[config.mk]
export PLATFORM = sky130hd
export DESIGN_NAME = imm_decode_stage
export DESIGN_NICKNAME = d
export VERILOG_FILES = /design/src/rtl/imm_decode_pkg.sv /design/src/rtl/imm_decode_stage_extract.sv /design/src/rtl/imm_decode_stage.sv
export SDC_FILE = /design/constraint.sdc
export NUM_CORES = 1
export LEC_CHECK = 0
export ABC_AREA = 0
export BUFFER_PORTS_ARGS = -buffer_cell sky130_fd_sc_hd__buf_2
export CAP_MARGIN = 20
export CORE_MARGIN = 2
export CORE_UTILIZATION = 55
export DETAILED_ROUTE_END_ITERATION = 16
export PLACE_DENSITY = 0.82
export SYNTH_ARGS = -nofsm -noshare
export SYNTH_HDL_FRONTEND = slang
export SYNTH_SLANG_ARGS = --single-unit
[constraint.sdc]
create_clock -name clk -period 4.4 [get_ports clk]
set_clock_uncertainty 0.15 [all_clocks]
set_input_delay 0.44 -clock clk [delete_from_list [all_inputs] [get_ports clk]]
set_output_delay 0.44 -clock clk [all_outputs]
set_load 0.02 [all_outputs]
[src/rtl/imm_decode_pkg.sv]
// Shared types and constants for the registered RISC-V immediate decoder.
// Entries are stored at the maximum supported widths so one struct type serves
// every XLEN/TAG_W configuration of the stage.
package imm_decode_pkg;

  typedef enum logic [2:0] {
    FMT_NONE  = 3'd0,
    FMT_I     = 3'd1,
    FMT_S     = 3'd2,
    FMT_B     = 3'd3,
    FMT_U     = 3'd4,
    FMT_J     = 3'd5,
    FMT_SHAMT = 3'd6
  } imm_fmt_e;

  localparam logic [6:0] OPC_LOAD      = 7'b0000011;
  localparam logic [6:0] OPC_OP_IMM    = 7'b0010011;
  localparam logic [6:0] OPC_AUIPC     = 7'b0010111;
  localparam logic [6:0] OPC_OP_IMM_32 = 7'b0011011;
  localparam logic [6:0] OPC_STORE     = 7'b0100011;
  localparam logic [6:0] OPC_LUI       = 7'b0110111;
  localparam logic [6:0] OPC_BRANCH    = 7'b1100011;
  localparam logic [6:0] OPC_JALR      = 7'b1100111;
  localparam logic [6:0] OPC_JAL       = 7'b1101111;
  localparam logic [6:0] OPC_SYSTEM    = 7'b1110011;

  localparam int IMM_MAX_W = 64;
  localparam int TAG_MAX_W = 64;

  typedef struct packed {
    logic [IMM_MAX_W-1:0] imm;
    imm_fmt_e             fmt;
    logic [TAG_MAX_W-1:0] tag;
  } imm_entry_t;

  // Shift-amount encodings of OP-IMM / OP-IMM-32 are funct3 001 (SLLI) and 101 (SRLI/SRAI)
  function automatic logic is_shift(input logic [2:0] funct3);
    return (funct3 == 3'b001) || (funct3 == 3'b101);
  endfunction

endpackage

[src/rtl/imm_decode_stage_extract.sv]
// Combinational immediate extraction: instruction word -> extended immediate and format.
// With IMM_DECODE_ILLEGAL_EN defined an illegal flag is also produced.
module imm_extract
  import imm_decode_pkg::*;
#(
  parameter int XLEN = 32
) (
  input  logic [31:0]     inst,
`ifdef IMM_DECODE_ILLEGAL_EN
  output logic            illegal,
`endif
  output logic [XLEN-1:0] imm,
  output imm_fmt_e        fmt
);

  logic [31:0] raw;

  // Build the immediate as a 32-bit value already sign-extended to bit 31, then widen to XLEN
  always_comb begin
    raw = '0;
    fmt = FMT_NONE;
    unique case (inst[6:0])
      OPC_LOAD, OPC_JALR, OPC_SYSTEM: begin
        fmt = FMT_I;
        raw = {{20{inst[31]}}, inst[31:20]};
      end
      OPC_OP_IMM: begin
        if (is_shift(inst[14:12])) begin
          fmt = FMT_SHAMT;
          raw = {26'b0, ((XLEN == 64) ? inst[25] : 1'b0), inst[24:20]};
        end else begin
          fmt = FMT_I;
          raw = {{20{inst[31]}}, inst[31:20]};
        end
      end
      OPC_OP_IMM_32: begin
        if (is_shift(inst[14:12])) begin
          fmt = FMT_SHAMT;
          raw = {27'b0, inst[24:20]};
        end else begin
          fmt = FMT_I;
          raw = {{20{inst[31]}}, inst[31:20]};
        end
      end
      OPC_STORE: begin
        fmt = FMT_S;
        raw = {{20{inst[31]}}, inst[31:25], inst[11:7]};
      end
      OPC_BRANCH: begin
        fmt = FMT_B;
        raw = {{19{inst[31]}}, inst[31], inst[7], inst[30:25], inst[11:8], 1'b0};
      end
      OPC_LUI, OPC_AUIPC: begin
        fmt = FMT_U;
        raw = {inst[31:12], 12'b0};
      end
      OPC_JAL: begin
        fmt = FMT_J;
        raw = {{11{inst[31]}}, inst[31], inst[19:12], inst[20], inst[30:21], 1'b0};
      end
      default: begin
        fmt = FMT_NONE;
        raw = '0;
      end
    endcase
  end

  assign imm = XLEN'($signed(raw));

`ifdef IMM_DECODE_ILLEGAL_EN
  assign illegal = (inst[1:0] != 2'b11) || (fmt == FMT_NONE);
`endif

endmodule

[src/rtl/imm_decode_stage.sv]
// Registered immediate-decode stage with a two-entry skid buffer (main + skid).
// Optional feature macro: IMM_DECODE_ILLEGAL_EN adds out_illegal and err_sticky.
module imm_decode_stage
  import imm_decode_pkg::*;
#(
  parameter int XLEN  = 32,
  parameter int TAG_W = 32
) (
  input  logic             clk,
  input  logic             rst_n,
  input  logic             flush,
  input  logic             in_valid,
  output logic             in_ready,
  input  logic [31:0]      in_inst,
  input  logic [TAG_W-1:0] in_tag,
  output logic             out_valid,
  input  logic             out_ready,
  output logic [XLEN-1:0]  out_imm,
  output imm_fmt_e         out_fmt,
`ifdef IMM_DECODE_ILLEGAL_EN
  output logic             out_illegal,
  output logic             err_sticky,
`endif
  output logic [TAG_W-1:0] out_tag
);

  if (XLEN != 32 && XLEN != 64) begin : g_bad_xlen
    $error("imm_decode_stage: XLEN must be 32 or 64");
  end
  if (TAG_W < 1 || TAG_W > TAG_MAX_W) begin : g_bad_tag
    $error("imm_decode_stage: TAG_W out of range");
  end

  logic [XLEN-1:0] dec_imm;
  imm_fmt_e        dec_fmt;
  imm_entry_t      new_entry, main_q, skid_q;
  logic            main_v, skid_v, ready_q;
  logic            accept, drain;
  logic            unused_bits;
`ifdef IMM_DECODE_ILLEGAL_EN
  logic            dec_ill, main_ill, skid_ill, sticky_q;
`endif

  imm_extract #(.XLEN(XLEN)) u_extract (
    .inst    (in_inst),
`ifdef IMM_DECODE_ILLEGAL_EN
    .illegal (dec_ill),
`endif
    .imm     (dec_imm),
    .fmt     (dec_fmt)
  );

  assign new_entry = '{imm: IMM_MAX_W'(dec_imm), fmt: dec_fmt, tag: TAG_MAX_W'(in_tag)};
  assign accept    = in_valid && ready_q && !flush;
  assign drain     = main_v && out_ready;

  // Main/skid occupancy: new data goes to main when it is free or draining, else to skid
  always_ff @(posedge clk or negedge rst_n) begin
    if (!rst_n) begin
      main_q   <= '0;
      skid_q   <= '0;
      main_v   <= 1'b0;
      skid_v   <= 1'b0;
      ready_q  <= 1'b1;
`ifdef IMM_DECODE_ILLEGAL_EN
      main_ill <= 1'b0;
      skid_ill <= 1'b0;
`endif
    end else if (flush) begin
      main_v  <= 1'b0;
      skid_v  <= 1'b0;
      ready_q <= 1'b1;
    end else if (accept && (drain || !main_v)) begin
      main_q   <= new_entry;
      main_v   <= 1'b1;
`ifdef IMM_DECODE_ILLEGAL_EN
      main_ill <= dec_ill;
`endif
    end else if (accept) begin
      skid_q   <= new_entry;
      skid_v   <= 1'b1;
      ready_q  <= 1'b0;
`ifdef IMM_DECODE_ILLEGAL_EN
      skid_ill <= dec_ill;
`endif
    end else if (drain) begin
      main_q   <= skid_q;
      main_v   <= skid_v;
      skid_v   <= 1'b0;
      ready_q  <= 1'b1;
`ifdef IMM_DECODE_ILLEGAL_EN
      main_ill <= skid_ill;
`endif
    end
  end

`ifdef IMM_DECODE_ILLEGAL_EN
  // Sticky error survives flushes; only reset clears it
  always_ff @(posedge clk or negedge rst_n) begin
    if (!rst_n) begin
      sticky_q <= 1'b0;
    end else if (accept && dec_ill) begin
      sticky_q <= 1'b1;
    end
  end

  assign out_illegal = main_ill;
  assign err_sticky  = sticky_q;
`endif

  assign in_ready    = ready_q;
  assign out_valid   = main_v;
  assign out_imm     = main_q.imm[XLEN-1:0];
  assign out_fmt     = main_q.fmt;
  assign out_tag     = main_q.tag[TAG_W-1:0];
  assign unused_bits = ^{main_q.imm, main_q.tag};

endmodule

==> metrics <==
DP HPWL=between 10 and 15 mm; hold buffers post-CTS=0; combinational fraction of design power=21.8%; largest net degree at the start of global routing=around 110; routability cong.=around 0.86; DP Area=around 6900 um2; fin crit share=64.6%; first-pass GRT wire length=between 20 and 30 mm; Critical Path RT=~4.5 ns; post-synth top area share=a little over half; maximum VDD drop=around 0.27 mV; crit path max-delay cell type=nand2_2; #FFs+latches synth=137; Async S/R FF share, synth=100%; Final Max Slew Viols=0; clk sinks=about 140; number of synthesized flops with an enable pin=0; clock share of power=~37%; Setup Crit Path Kind=reg2reg; final hold violation count=3; worst-skew pair later-pin latency=between 0.4 and 0.5 ns; Num CTS Buffers=17; Tot GR Track Use=27.4%; Final Instance Area=~7600 um2; Core Rows=38; gr busiest metal=met2; setup TNS=0 ns; CTS H-tree depth=4; CP Launch Type=flip-flop; Total Die Area=approximately 12,000 um2; top cells by area, synth=dfrtp_1 (55%), nand2_1 (11%), o21ai_0 (4.2%); Mapped Area=about 6200 um2; Sequential Power Share=41.7%; via count=5,440; Avg WL per Cell=~17 um; Synth Warn #=0; Layout Nets=roughly 850; cts repair resizes=0; Critical Path End Type=flip-flop; Worst R2R Start=in_ready; share of cells above drive strength 1=between 20% and 30%; Hold Worst Slack=-0.0109 ns; I/O pins=roughly 140; CP delay by family, top=simple AND/OR/NAND/NOR gates; routed vias/inst=between 5 and 6; Rel. slew slack=32.0%; Synth top cells by count=nand2_1 (181), dfrtp_1 (136), nor2_1 (67); count leader, synth=nand2_1; Worst Max-Slew Pin Slew=~1.0 ns; Bufs on Longest Clock Path=2; r2r endpoint=skid_q[83]; Worst-path clk slew=0.06 ns; Final min period=roughly 2.8 ns; root buf cell=clkbuf_16; GRT Residual Overflow=0; chip height=approximately 110 um; DR DRC count=0; sequential area share after synthesis=a little under three fifths; ys flop type=dfrtp_1; synth unique cells=53; CP peak stage delay=between 0.6 and 0.7 ns; switching part of the total power=a little under a third; cell taking the most area after synthesis=dfrtp_1; Critical Path Stages=5; drt pass-1 iters=4; port buffer count=~140; Total Power=a little over 0.004 W; drt initial violations=650; PD cells=approximately 550 nW/um2; max frequency=around 350 MHz; M3 GR Usage=6.29%; M2 GR Usage=between 40% and 50%; initial antenna violation count=0; Die W=between 100 and 150 um; Critical Path End=skid_q[83]; P_sw=0.00129 W; area growth from synthesis to layout=21.7%; final setup vio count=0; CTS tree=built; Post-CTS Repair Setup Buffers=0; unrepaired setup endpoints after global routing=false; worst r2r path cells=5; Critical Path Start=in_ready; Synth Area per Inst=~9.4 um2; crit-path cells=and3b_1 -> buf_4 -> nand2_2 -> a211oi_4 -> a21oi_1; Synthesized Nets=between 700 and 800; crit-path max FO=just over 50; status=complete, but fails checks; Final ANT Viol Nets=0; worst hold path type=in2async; critical path buffer and inverter count=1; Initial Util=between 50% and 60%; Cell Int Power=0.00286 W; cell count after synthesis=660; Routed WL=~16 mm; WP data arrival=a little under 3 ns; global routing usage on met1=between 30% and 40%; CORE AREA=between 10,000 and 15,000 um2; R2R Setup Slk=1.56 ns; total leakage power=3.65 nW; Ant. Diodes=0; max_cap viols=0; number of global-route vias before repair=roughly 5,300; failing checks=hold timing
==> area by class of cell <==
cell class | instances | area (um2)
flip-flops and latches | 137 | 3430
fillers | 834 | 3380
multi-input cells | 473 | 2560
repair buffers | 144 | 757
clock buffers | 20 | 457
well taps | 140 | 175
clock inverters | 11 | 170
inverters | 3 | 11.3
==> layout by cell type (no fill, tap or decap), types with 10 or more instances in the layout <==
master	instances
nand2_1	180
buf_2	136
dfrtp_1	136
nor2_1	65
o21ai_0	52
o22ai_1	32
a21oi_1	21
a31oi_1	19
nor3_1	17
clkbuf_16	17
a221oi_2	10
==> power by group through the flow <==
stage	clock network, W	registers (W)	logic (W)
final	0.00151	0.00173	0.000902
after global routing	0.00157	0.00176	0.00100
after CTS	0.00152	0.00173	0.000909
after detailed placement	0	0.00174	0.000897
after global placement	0	0.00172	0.000859
after floorplan	0	0.00189	0.000400
==> registers in the layout (all words and copies together), names as in the netlist <==
name,flops
skid_q,67
out_imm,32
out_tag,32
out_fmt,3
in_ready,1
out_valid,1
skid_v,1
==> worst min-delay path by stage <==
stage / slack (ns) / startpoint / endpoint
after floorplan: -0.006 / rst_n / out_fmt[0]
after global placement: 0.29 / skid_q[75] / skid_q[75]
after detailed placement: 0.30 / skid_q[77] / skid_q[77]
final: -0.01 / rst_n / skid_q[14]
after global routing: 0.08 / rst_n / skid_q[14]
after CTS: 0.05 / rst_n / out_imm[18]
==> metal layers <==
layer,up-vias,part of all wire (%)
met5,-,0
met4,0,1.7
met3,30,7.0
met2,245,49
met1,2640,43
li1,2525,-
==> stage by stage <==
| stage | utilization (%) | cells | setup WS, ns |
|---|---|---|---|
| global placement | 63.2 | 896 | 1.64 |
| detailed placement | 63.4 | 897 | 1.54 |
| floorplan | - | 660 | 2.49 |
| CTS | 69.1 | 928 | 1.61 |
| global route | 69.1 | 928 | 1.42 |
| finish | 69.1 | 928 | 1.56 |
==> logic make-up (layout without fill, tap and decap cells) <==
group                  count (synthesis)  count (layout)  synth area share, %
AOI/OAI and AO/OA                    174             174                 19.4
DFF                                  137             137                 55.2
buffers and inverters                 50             178                 4.01
and+or+nand+nor                      299             299                 21.3
Note: power is estimated with default switching activity, not from simulation.
